--- src/rtl/stopwatch_ctrl_if.sv ---
// Control bundle between the stopwatch mode controller and its environment:
// raw buttons/switches in, count strobes, clear, blink gate and mode out.
interface stopwatch_ctrl_if;
    logic       btn_pause;
    logic       btn_clear;
    logic       sw_sel;
    logic       sw_adj;
    logic       tick_sec;
    logic       inc_sec;
    logic       inc_min;
    logic       clr;
    logic       blink_on;
    logic [1:0] state;

    modport master (
        output btn_pause, btn_clear, sw_sel, sw_adj,
        input  tick_sec, inc_sec, inc_min, clr, blink_on, state
    );

    modport slave (
        input  btn_pause, btn_clear, sw_sel, sw_adj,
        output tick_sec, inc_sec, inc_min, clr, blink_on, state
    );
endinterface

--- src/rtl/stopwatch_ctrl.sv ---
// Stopwatch mode controller: input conditioning, IDLE/RUN/PAUSE/ADJUST FSM and
// enable-pulse dividers driving the digit counter and display blink gate.
//
// state  | meaning
// IDLE   | digits held, run divider cleared, waiting for pause press
// RUN    | run divider counting, tick_sec once per second
// PAUSE  | run divider frozen so resume keeps the partial second
// ADJUST | sw_adj held: periodic inc_sec/inc_min, selected pair blinks
module stopwatch_ctrl #(
    parameter int CLK_HZ    = 100_000_000,
    parameter int RUN_HZ    = 1,
    parameter int ADJ_HZ    = 2,
    parameter int BLINK_HZ  = 5,
    parameter int DB_CYCLES = 65536
) (
    input logic            clk,
    input logic            rst,
    stopwatch_ctrl_if.slave ctl
);

    localparam int RUN_DIV   = CLK_HZ / RUN_HZ;
    localparam int ADJ_DIV   = CLK_HZ / ADJ_HZ;
    localparam int BLINK_DIV = CLK_HZ / BLINK_HZ;
    localparam int RUN_W     = $clog2(RUN_DIV);
    localparam int ADJ_W     = $clog2(ADJ_DIV);
    localparam int BLINK_W   = $clog2(BLINK_DIV);
    localparam int DB_W      = $clog2(DB_CYCLES + 1);

    localparam logic [RUN_W-1:0]   RUN_TC   = RUN_W'(RUN_DIV - 1);
    localparam logic [ADJ_W-1:0]   ADJ_TC   = ADJ_W'(ADJ_DIV - 1);
    localparam logic [BLINK_W-1:0] BLINK_TC = BLINK_W'(BLINK_DIV - 1);
    localparam logic [DB_W-1:0]    DB_MAX   = DB_W'(DB_CYCLES);
    localparam logic [DB_W-1:0]    DB_LAST  = DB_W'(DB_CYCLES - 1);

    generate
        if (RUN_DIV < 2 || ADJ_DIV < 2 || BLINK_DIV < 2) begin : g_bad_div
            $error("stopwatch_ctrl: CLK_HZ divided by a rate must be at least 2");
        end
        if (DB_CYCLES < 1) begin : g_bad_db
            $error("stopwatch_ctrl: DB_CYCLES must be at least 1");
        end
    endgenerate

    typedef enum logic [1:0] {
        S_IDLE   = 2'b00,
        S_RUN    = 2'b01,
        S_PAUSE  = 2'b10,
        S_ADJUST = 2'b11
    } state_t;

    state_t state_q, state_d;

    logic [3:0] sync_a, sync_b;
    logic       pause_s, clear_s, sel_s, adj_s;
    logic [DB_W-1:0] db_pause_q, db_clear_q;
    logic       pause_ev, clear_ev;

    logic [RUN_W-1:0]   run_cnt_q, run_cnt_d;
    logic [ADJ_W-1:0]   adj_cnt_q, adj_cnt_d;
    logic [BLINK_W-1:0] blink_cnt_q, blink_cnt_d;
    logic blink_ph_q, blink_ph_d;
    logic tick_q, tick_d;
    logic inc_sec_q, inc_sec_d;
    logic inc_min_q, inc_min_d;
    logic clr_q, clr_d;
    logic blink_q, blink_d;

    always_ff @(posedge clk or posedge rst) begin
        if (rst) begin
            sync_a <= '0;
            sync_b <= '0;
        end else begin
            sync_a <= {ctl.sw_adj, ctl.sw_sel, ctl.btn_clear, ctl.btn_pause};
            sync_b <= sync_a;
        end
    end

    assign pause_s = sync_b[0];
    assign clear_s = sync_b[1];
    assign sel_s   = sync_b[2];
    assign adj_s   = sync_b[3];

    // Saturating counters: the event fires once on the DB_CYCLES-1 -> DB_CYCLES step.
    always_ff @(posedge clk or posedge rst) begin
        if (rst) begin
            db_pause_q <= '0;
            db_clear_q <= '0;
        end else begin
            if (!pause_s)
                db_pause_q <= '0;
            else if (db_pause_q != DB_MAX)
                db_pause_q <= db_pause_q + DB_W'(1);
            if (!clear_s)
                db_clear_q <= '0;
            else if (db_clear_q != DB_MAX)
                db_clear_q <= db_clear_q + DB_W'(1);
        end
    end

    assign pause_ev = pause_s && (db_pause_q == DB_LAST);
    assign clear_ev = clear_s && (db_clear_q == DB_LAST);

    always_ff @(posedge clk or posedge rst) begin
        if (rst) begin
            state_q     <= S_IDLE;
            run_cnt_q   <= '0;
            adj_cnt_q   <= '0;
            blink_cnt_q <= '0;
            blink_ph_q  <= 1'b0;
            tick_q      <= 1'b0;
            inc_sec_q   <= 1'b0;
            inc_min_q   <= 1'b0;
            clr_q       <= 1'b0;
            blink_q     <= 1'b0;
        end else begin
            state_q     <= state_d;
            run_cnt_q   <= run_cnt_d;
            adj_cnt_q   <= adj_cnt_d;
            blink_cnt_q <= blink_cnt_d;
            blink_ph_q  <= blink_ph_d;
            tick_q      <= tick_d;
            inc_sec_q   <= inc_sec_d;
            inc_min_q   <= inc_min_d;
            clr_q       <= clr_d;
            blink_q     <= blink_d;
        end
    end

    always_comb begin
        state_d = state_q;
        if (clear_ev) begin
            state_d = (state_q == S_ADJUST) ? S_ADJUST : S_IDLE;
        end else if (adj_s && state_q != S_ADJUST) begin
            state_d = S_ADJUST;
        end else if (!adj_s && state_q == S_ADJUST) begin
            state_d = S_PAUSE;
        end else if (pause_ev) begin
            case (state_q)
                S_IDLE:  state_d = S_RUN;
                S_RUN:   state_d = S_PAUSE;
                S_PAUSE: state_d = S_RUN;
                default: state_d = state_q;
            endcase
        end
    end

    always_comb begin
        run_cnt_d   = run_cnt_q;
        adj_cnt_d   = adj_cnt_q;
        blink_cnt_d = blink_cnt_q;
        blink_ph_d  = blink_ph_q;
        tick_d      = 1'b0;
        inc_sec_d   = 1'b0;
        inc_min_d   = 1'b0;
        clr_d       = clear_ev;

        // Clear takes the wrap cycle away from tick_sec, so clr and tick never coincide.
        if (clear_ev || state_q == S_IDLE) begin
            run_cnt_d = '0;
        end else if (state_q == S_RUN) begin
            if (run_cnt_q == RUN_TC) begin
                run_cnt_d = '0;
                tick_d    = 1'b1;
            end else begin
                run_cnt_d = run_cnt_q + RUN_W'(1);
            end
        end

        if (state_q != S_ADJUST) begin
            adj_cnt_d   = '0;
            blink_cnt_d = '0;
            blink_ph_d  = 1'b0;
        end else begin
            if (adj_cnt_q == ADJ_TC) begin
                adj_cnt_d = '0;
                inc_sec_d = sel_s;
                inc_min_d = !sel_s;
            end else begin
                adj_cnt_d = adj_cnt_q + ADJ_W'(1);
            end
            if (blink_cnt_q == BLINK_TC) begin
                blink_cnt_d = '0;
                blink_ph_d  = !blink_ph_q;
            end else begin
                blink_cnt_d = blink_cnt_q + BLINK_W'(1);
            end
        end

        blink_d = (state_d == S_ADJUST) && blink_ph_d;
    end

    assign ctl.state    = state_q;
    assign ctl.tick_sec = tick_q;
    assign ctl.inc_sec  = inc_sec_q;
    assign ctl.inc_min  = inc_min_q;
    assign ctl.clr      = clr_q;
    assign ctl.blink_on = blink_q;

endmodule

--- src/flat_wrapper.sv ---
// flat-port wrapper written by rule: the top's interface ports become plain ports
module stopwatch_ctrl_flat 
#(
    parameter int CLK_HZ    = 100_000_000,
    parameter int RUN_HZ    = 1,
    parameter int ADJ_HZ    = 2,
    parameter int BLINK_HZ  = 5,
    parameter int DB_CYCLES = 65536
)
  (clk, rst, ctl_btn_pause, ctl_btn_clear, ctl_sw_sel, ctl_sw_adj, ctl_tick_sec, ctl_inc_sec, ctl_inc_min, ctl_clr, ctl_blink_on, ctl_state);
  stopwatch_ctrl_if ctl_i ();
  input logic clk;
  input logic rst;
  input wire logic [$bits(ctl_i.btn_pause)-1:0] ctl_btn_pause;
  input wire logic [$bits(ctl_i.btn_clear)-1:0] ctl_btn_clear;
  input wire logic [$bits(ctl_i.sw_sel)-1:0] ctl_sw_sel;
  input wire logic [$bits(ctl_i.sw_adj)-1:0] ctl_sw_adj;
  output wire logic [$bits(ctl_i.tick_sec)-1:0] ctl_tick_sec;
  output wire logic [$bits(ctl_i.inc_sec)-1:0] ctl_inc_sec;
  output wire logic [$bits(ctl_i.inc_min)-1:0] ctl_inc_min;
  output wire logic [$bits(ctl_i.clr)-1:0] ctl_clr;
  output wire logic [$bits(ctl_i.blink_on)-1:0] ctl_blink_on;
  output wire logic [$bits(ctl_i.state)-1:0] ctl_state;
  assign ctl_i.btn_pause = ctl_btn_pause;
  assign ctl_i.btn_clear = ctl_btn_clear;
  assign ctl_i.sw_sel = ctl_sw_sel;
  assign ctl_i.sw_adj = ctl_sw_adj;
  assign ctl_tick_sec = ctl_i.tick_sec;
  assign ctl_inc_sec = ctl_i.inc_sec;
  assign ctl_inc_min = ctl_i.inc_min;
  assign ctl_clr = ctl_i.clr;
  assign ctl_blink_on = ctl_i.blink_on;
  assign ctl_state = ctl_i.state;
  stopwatch_ctrl #(.CLK_HZ(CLK_HZ), .RUN_HZ(RUN_HZ), .ADJ_HZ(ADJ_HZ), .BLINK_HZ(BLINK_HZ), .DB_CYCLES(DB_CYCLES)) u_core (.clk(clk), .rst(rst), .ctl(ctl_i));
endmodule
--- config.mk ---
export PLATFORM = sky130hd
export DESIGN_NAME = stopwatch_ctrl_flat
export DESIGN_NICKNAME = d
export VERILOG_FILES = /design/src/rtl/stopwatch_ctrl_if.sv /design/src/rtl/stopwatch_ctrl.sv /design/src/flat_wrapper.sv
export SDC_FILE = /design/constraint.sdc
export NUM_CORES = 1
export LEC_CHECK = 0
export CORE_AREA = 10 10 108 182
export DETAILED_ROUTE_END_ITERATION = 6
export DIE_AREA = 0 0 118 192
export RECOVER_POWER = 25
export SYNTH_ARGS = -nofsm -noshare
export SYNTH_HDL_FRONTEND = slang
export SYNTH_SLANG_ARGS = --single-unit
--- constraint.sdc ---
create_clock -name clk -period 5.15 [get_ports clk]
set_input_delay 1.03 -clock clk [delete_from_list [all_inputs] [get_ports clk]]
set_output_delay 1.03 -clock clk [all_outputs]
set_load 0.1 [all_outputs]
==> impl_results.md, run 1 <==
* Final Max Slew Viols at 63
* Crit-path max FO at 18
* Crit start category: register
* Distinct cells, synth at 56
* CTS tree: done
* Violated checks: capacitance limit, slew limit
* Post-CTS setup buffer count at 0
* Clock skew at 0.00754 ns
* # IOs at 13
* VDD IR max at 0.000157 V
* CTS max path bufs at 2
* Relative slew slack at -93.4%
* Total gr overflow at 0
* Asr flop ratio synth at 100%
* Final WS setup at 1.64 ns
* Slew @ Worst Pin at 2.89 ns
* Synth area leader: dfrtp_1
* FF+latch count, synth at 128
* Hold Vio Cnt, Final at 0
* Clk_lat worst skew at 0.42 ns
* R2R cell count at 9
* Syn. warnings at 0
* Crit Path Class: reg -> reg
* Die W at 118 um
* Status: complete, but fails checks
* Pwr Total at 2.40 mW
* Row count at 62
* Fin area at 7480 um2
* Synth Flop Type: dfrtp_1
* Top-area cell type share of the netlist area at 49.2%
* Dpl hpwl at 9420 um
* Fin crit share at 68.2%
* Net Sw Frac at 21.6%
* Dpl ws at 1.69 ns
* CTS root buf: clkbuf_16
* Hold Buf Count CTS at 0
* Fillers at 1616
* Share of cells above drive strength 1 at 7.76%
* Vias per std cell at 5.65
* GRT Util Overall at 12.6%
* CTS resizes at 0
* RSZ-0062 raised after global routing: false
* Switching pwr at 0.518 mW
* Worst Path Required at 5.48 ns
* First-pass GRT wire length at 24000 um
* Seq/Total Area, Yosys at 49.2%
* Mapped Nets at 687
* Post-synthesis instance area at 6510 um2
* CTS Buf Count at 17
* # setup viols final at 0
* Seq pwr share at 43.2%
* Number of global-route vias before repair at 5201
* Worst EP arrival at 3.84 ns
* Minimum clock period at 3.51 ns
* DR WL/cell at 15.1 um
* Int Power at 1.88 mW
* Port bufs at 12
* Setup TNS Final at 0 ns
* Initial Util at 39.6%
* Antenna Nets Post-Route at 0
* Post-synthesis instance total at 672
* Max Clock Freq at 285 MHz
* Comb power frac at 2.9%
* Clock network fraction of design power at 53.9%
* Synth area leaders: dfrtp_1 49%, a21oi_1 3.8%, xor2_1 3.6%
* Cell area power density at 320 nW/um2
* Hold crit path type: reg -> reg
* DRT Pass-1 Iters at 4
* Post-synth EDFFs at 0
* Leakage at 2.95 nW
* Area after DPL at 6850 um2
* H-tree depth at 4
* Global placer's final weighted congestion at 0.849
* Min-Delay Path Depth at 0
* Final wirelength at 13900 um
* Count leader, synth: dfrtp_1
* DIE AREA at 22700 um2
* Area Overhead vs Synth at 15.0%
* Initial antenna violation count at 0
* Worst-path clk slew at 0.06 ns
* Top post-synthesis cells by count: 128 x dfrtp_1, 52 x nor2_1, 50 x a21oi_1, 42 x nand3_1, 41 x nand2_1
* Largest net degree at the start of global routing at 67
* Placed Cells at 888
* Die Span Y at 192 um
* # clock sinks at 128
* CP endpoint kind: register
* Syn_area_per_cell at 9.68 um2
* Post-Layout Cell Count at 920
* Residual DRC at 0
* Diodes inserted at 0
* Total number of vias at 5200
* Max Cap Violations at 1
* Core Footprint at 16400 um2
* Initial DRC count at 299
* Final-stage net count at 698
==> registers in the layout, indices dropped and copies added, names as in the netlist, 2 cells and up <==
signal,count
u_core.sync_a,4
u_core.db_clear_q,17
u_core.blink_cnt_q,25
u_core.ctl.state,2
u_core.adj_cnt_q,26
u_core.run_cnt_q,27
u_core.db_pause_q,17
u_core.sync_b,4
==> logic make-up (layout without fill, tap and decap cells) <==
kind of cell    Yosys count  after routing  share of synthesized area (%)
mux                       6              6                          0.942
flops                   128            128                           49.2
xor+xnor                 49             49                           6.59
buf+inv                  48             72                           3.06
compound gates          118            118                           10.8
simple gates            314            314                           27.6
fa+ha+maj                 9              9                           1.73
==> final timing paths <==
kind                                            from                   end  slack, ns
min in group asynchronous                        rst      u_core.sync_a[0]       1.89
worst max-delay path            u_core.db_clear_q[0]  u_core.run_cnt_q[22]       1.64
worst min register to register      u_core.sync_a[2]      u_core.sync_b[2]       0.35
worst min-delay path                u_core.sync_a[2]      u_core.sync_b[2]       0.35
worst max register to register  u_core.db_clear_q[0]  u_core.run_cnt_q[22]       1.64
max in group asynchronous                        rst  u_core.run_cnt_q[18]       1.96
==> placed cells by master, fill, tap and decap left out, types with 5 or more instances in the layout <==
cell type / Yosys / layout
xor2_1: 27 / 27
nand3_1: 42 / 42
o31ai_1: 21 / 20
and2_0: 1 / 5
dlygate4sd3_1: 0 / 5
nor3_1: 9 / 9
clkdlybuf4s50_1: 0 / 7
nand2b_1: 6 / 6
ha_1: 9 / 9
and3_1: 8 / 8
o21ai_0: 28 / 28
or3_1: 28 / 28
clkbuf_16: 0 / 17
and2_1: 11 / 7
xnor2_1: 22 / 22
dfrtp_1: 128 / 128
nor4b_1: 7 / 7
a21oi_1: 50 / 50
or4_1: 26 / 26
inv_1: 23 / 22
nor2_1: 52 / 52
and4_1: 8 / 8
nand2_1: 41 / 41
nand4_1: 30 / 30
nor4_1: 20 / 20
mux2i_1: 5 / 5
==> power groups by stage <==
stage	combinational [mW]	clock, mW	sequential (mW)
global placement	0.0709	0	1.05
CTS	0.0736	1.32	1.03
global route	0.0805	1.36	1.04
detailed placement	0.0731	0	1.05
finish	0.0694	1.29	1.03
floorplan	0.0509	0	1.05
==> per-stage QoR <==
step / utilization, % / hold WS [ns]
final: 45.5 / 0.351
after global routing: 45.5 / 0.367
after CTS: 45.5 / 0.351
after detailed placement: 41.6 / 0.339
after global placement: 41.6 / 0.333
after floorplan: - / 0.331
==> critical path: stages, from the launching register on <==
cell and delay [ns]:
dfrtp_1 0.41, ha_1 0.22, nand3_1 0.22, or3_1 0.49, nor3_1 0.21, ha_1 0.23, a21boi_2 0.11, or4_1 0.77
or4b_1 0.60, a21oi_1 0.17
==> layout make-up <==
class	instances	area, um2	area share [%]
sequential	128	3200	42.8
clock buffer	19	453	6.05
clock inverter	13	184	2.46
multi-input combinational	496	3110	41.6
timing repair buffer	16	163	2.17
tap	224	280	3.74
inverter	24	91.3	1.22
==> per-layer routing <==
layer	share of wire (%)	global-route usage (%)
met1	42	13.3
met2	53	23.3
met3	2.7	3.44
met4	1.5	4.73
met5	0	0
(Power assumes the default switching activity.)
==> run 2, diff against run 1 <==
Clock period 5.15 ns to 3.4 ns, I/O delays scaled along.
==> impl_results.md, run 2 (synthesis gave the netlist of run 1 again) <==
* Violated checks: capacitance limit, slew limit
* Core Footprint at 16400 um2 (unchanged)
* CP endpoint kind: register
* Seq pwr share at 45.2% (+2.0 points)
* Final WS setup at 0.299 ns (-1.34 ns)
* Hold Buf Count CTS at 0 (unchanged)
* Residual DRC at 0 (unchanged)
* Final wirelength at 14000 um (+0.73%)
* DIE AREA at 22700 um2 (unchanged)
* Worst Path Required at 3.73 ns (-1.75 ns)
* WP buf/inv at 0 (unchanged)
* Status: complete, but fails checks
* Final Max Slew Viols at 129 (+100%)
* # clock sinks at 128 (unchanged)
* Initial Util at 39.6% (unchanged)
* Die Span Y at 192 um (unchanged)
* Worst-path clk slew at 0.06 ns (about the same)
* Top Registers: u_core.run_cnt_q: 27 flops, u_core.adj_cnt_q: 26 flops, u_core.blink_cnt_q: 25 flops
* Pwr Total at 3.46 mW (+45%)
* Most frequent cells in the layout: 128 x dfrtp_1, 52 x nor2_1, 50 x a21oi_1, 42 x nand3_1, 41 x nand2_1
* Crit start category: register
* Crit-path max FO at 14 (-4)
* Leakage at 2.93 nW (-0.58%)
* Area Overhead vs Synth at 14.2%
* Global placer's final weighted congestion at 0.804 (-5.4%)
* Slew @ Worst Pin at 1.74 ns (-1.15 ns)
* Post-layout util at 45.2% (-0.30 points)
* Antenna Nets Post-Route at 0 (unchanged)
* CTS max path bufs at 2 (unchanged)
* Slowest cell on the critical path: or4_4
* Setup TNS Final at 0 ns (unchanged)
* H-tree depth at 4 (unchanged)
* Peak per-stage delay on the critical path at 0.58 ns (-0.19 ns)
* Dpl ws at 0.120 ns (-1.57 ns)
* Max Cap Violations at 1 (unchanged)
* Row count at 62 (unchanged)
* Area after DPL at 6850 um2 (about the same)
* Max Clock Freq at 322 MHz (+13%)
* Hold Vio Cnt, Final at 0 (unchanged)
* DRT Pass-1 Iters at 4 (unchanged)
* Clk_lat worst skew at 0.41 ns (about the same)
* Die W at 118 um (unchanged)
* Minimum clock period at 3.10 ns (-0.410 ns)
* Clock network fraction of design power at 51.8% (-2.1 points)
* Initial DRC count at 355 (+19%)
* Relative slew slack at -15.9% (+78 points)
* Share of cells above drive strength 1 at 8.74% (+0.98 points)
* CTS tree: done
* Crit Path Class: reg -> reg
* Clock skew at 0.00687 ns (-0.000676 ns)
* GRT Util Overall at 13.0% (+0.43 points)
* Max reg flops at 27 (unchanged)
* Diodes inserted at 0 (unchanged)
* Crit path max-delay family: simple AND/OR/NAND/NOR gates
* Total number of vias at 5163 (-0.71%)
* Int Power at 2.69 mW (+44%)
* Most common cell after layout, fill and taps aside: dfrtp_1
* Worst EP arrival at 3.44 ns (-0.40 ns)
* # IOs at 13 (unchanged)
* Dpl hpwl at 9660 um (+2.6%)
* VDD IR max at 0.000293 V (+86%)
* # setup viols final at 0 (unchanged)
* Net Sw Frac at 22.2% (+0.60 points)
* DR WL/cell at 15.1 um (+0.51%)
* Final-stage net count at 700 (+0.29%)
* Fin crit share at 91.2% (+23 points)
* Initial antenna violation count at 0 (unchanged)
* Fin area at 7430 um2 (-0.67%)
* Vias per std cell at 5.60 (-0.93%)
* Number of global-route vias before repair at 5275 (+1.4%)
* First-pass GRT wire length at 24800 um (+3.4%)
* Switching pwr at 0.770 mW (+49%)
* Total gr overflow at 0 (unchanged)
* Largest net degree at the start of global routing at 129 (+93%)
* CTS root buf: clkbuf_16
* Port bufs at 12 (unchanged)
* Cell area power density at 466 nW/um2 (+46%)
* RSZ-0062 raised after global routing: false
* Worst-path cell chain: ha_1 > nand3_1 > or3_1 > nor3_1 > ha_2 > a21boi_2 > or4_4 > or4_1 > a21oi_1
* Largest Register: u_core.run_cnt_q
* CTS Buf Count at 17 (unchanged)
* Hold crit path type: reg -> reg
* Comb power frac at 3.0% (about the same)
run 2: what timing repair did:
action,in CTS,in global routing
buffers inserted,0,0
gates resized for setup,0,2
setup endpoints to repair,0,7
run 2: layout make-up:
type                    count  area [um2]
clock buffers              20         457
clock inverters            12         135
fillers                  1611        9010
inverters                  24        93.8
multi-input cells         496        3120
flip-flops and latches    128        3200
well taps                 224         280
repair buffers             18         149
run 2: worst register-to-register path: stages, from the launching register on:
cell      delay [ns]
dfrtp_1         0.41
ha_1            0.21
nand3_1         0.10
or3_1           0.46
nor3_1          0.24
ha_2            0.24
a21boi_2        0.09
or4_4           0.58
or4_1           0.53
a21oi_1         0.17
run 2: power groups by stage:
| stage | Combinational (mW) | Sequential [mW] | Clock [mW] |
|---|---|---|---|
| after CTS | 0.111 | 1.57 | 1.84 |
| final | 0.103 | 1.57 | 1.79 |
| after floorplan | 0.0774 | 1.59 | 0 |
| after global placement | 0.107 | 1.59 | 0 |
| after detailed placement | 0.110 | 1.59 | 0 |
| after global routing | 0.120 | 1.57 | 1.92 |
run 2: through the flow:
stage	cells	hold WS, ns
after floorplan	672	0.331
after global placement	890	0.340
after detailed placement	890	0.341
after CTS	922	0.355
after global routing	922	0.367
final	922	0.351
run 2: worst paths after layout:
kind	startpoint	end	slack [ns]	cells past startpoint
min in group asynchronous	rst	u_core.db_pause_q[1]	1.41	3
max in group asynchronous	rst	u_core.blink_cnt_q[18]	0.94	3
max reg2reg	u_core.db_clear_q[0]	u_core.run_cnt_q[26]	0.30	9
max	u_core.db_clear_q[0]	u_core.run_cnt_q[26]	0.30	9
min	u_core.sync_a[0]	u_core.sync_b[0]	0.35	0
min reg2reg	u_core.sync_a[0]	u_core.sync_b[0]	0.35	0
run 2: per-layer routing:
| metal | vias to the layer above | part of all wire [%] | track usage [%] | routed length [um] |
|---|---|---|---|---|
| li1 | 2498 | - | - | - |
| met1 | 2566 | 41 | 14.6 | 5720 |
| met2 | 82 | 55 | 23.5 | 7650 |
| met3 | 17 | 2.5 | 2.76 | 355 |
| met4 | 0 | 1.6 | 5.25 | 227 |
| met5 | - | 0 | 0 | 0 |
==> run 3, diff against run 2 <==
Settings changed: SLEW_MARGIN set to 10.
==> results of run 3 <==
Final layout, timing and power as in run 2 (identical DEF).
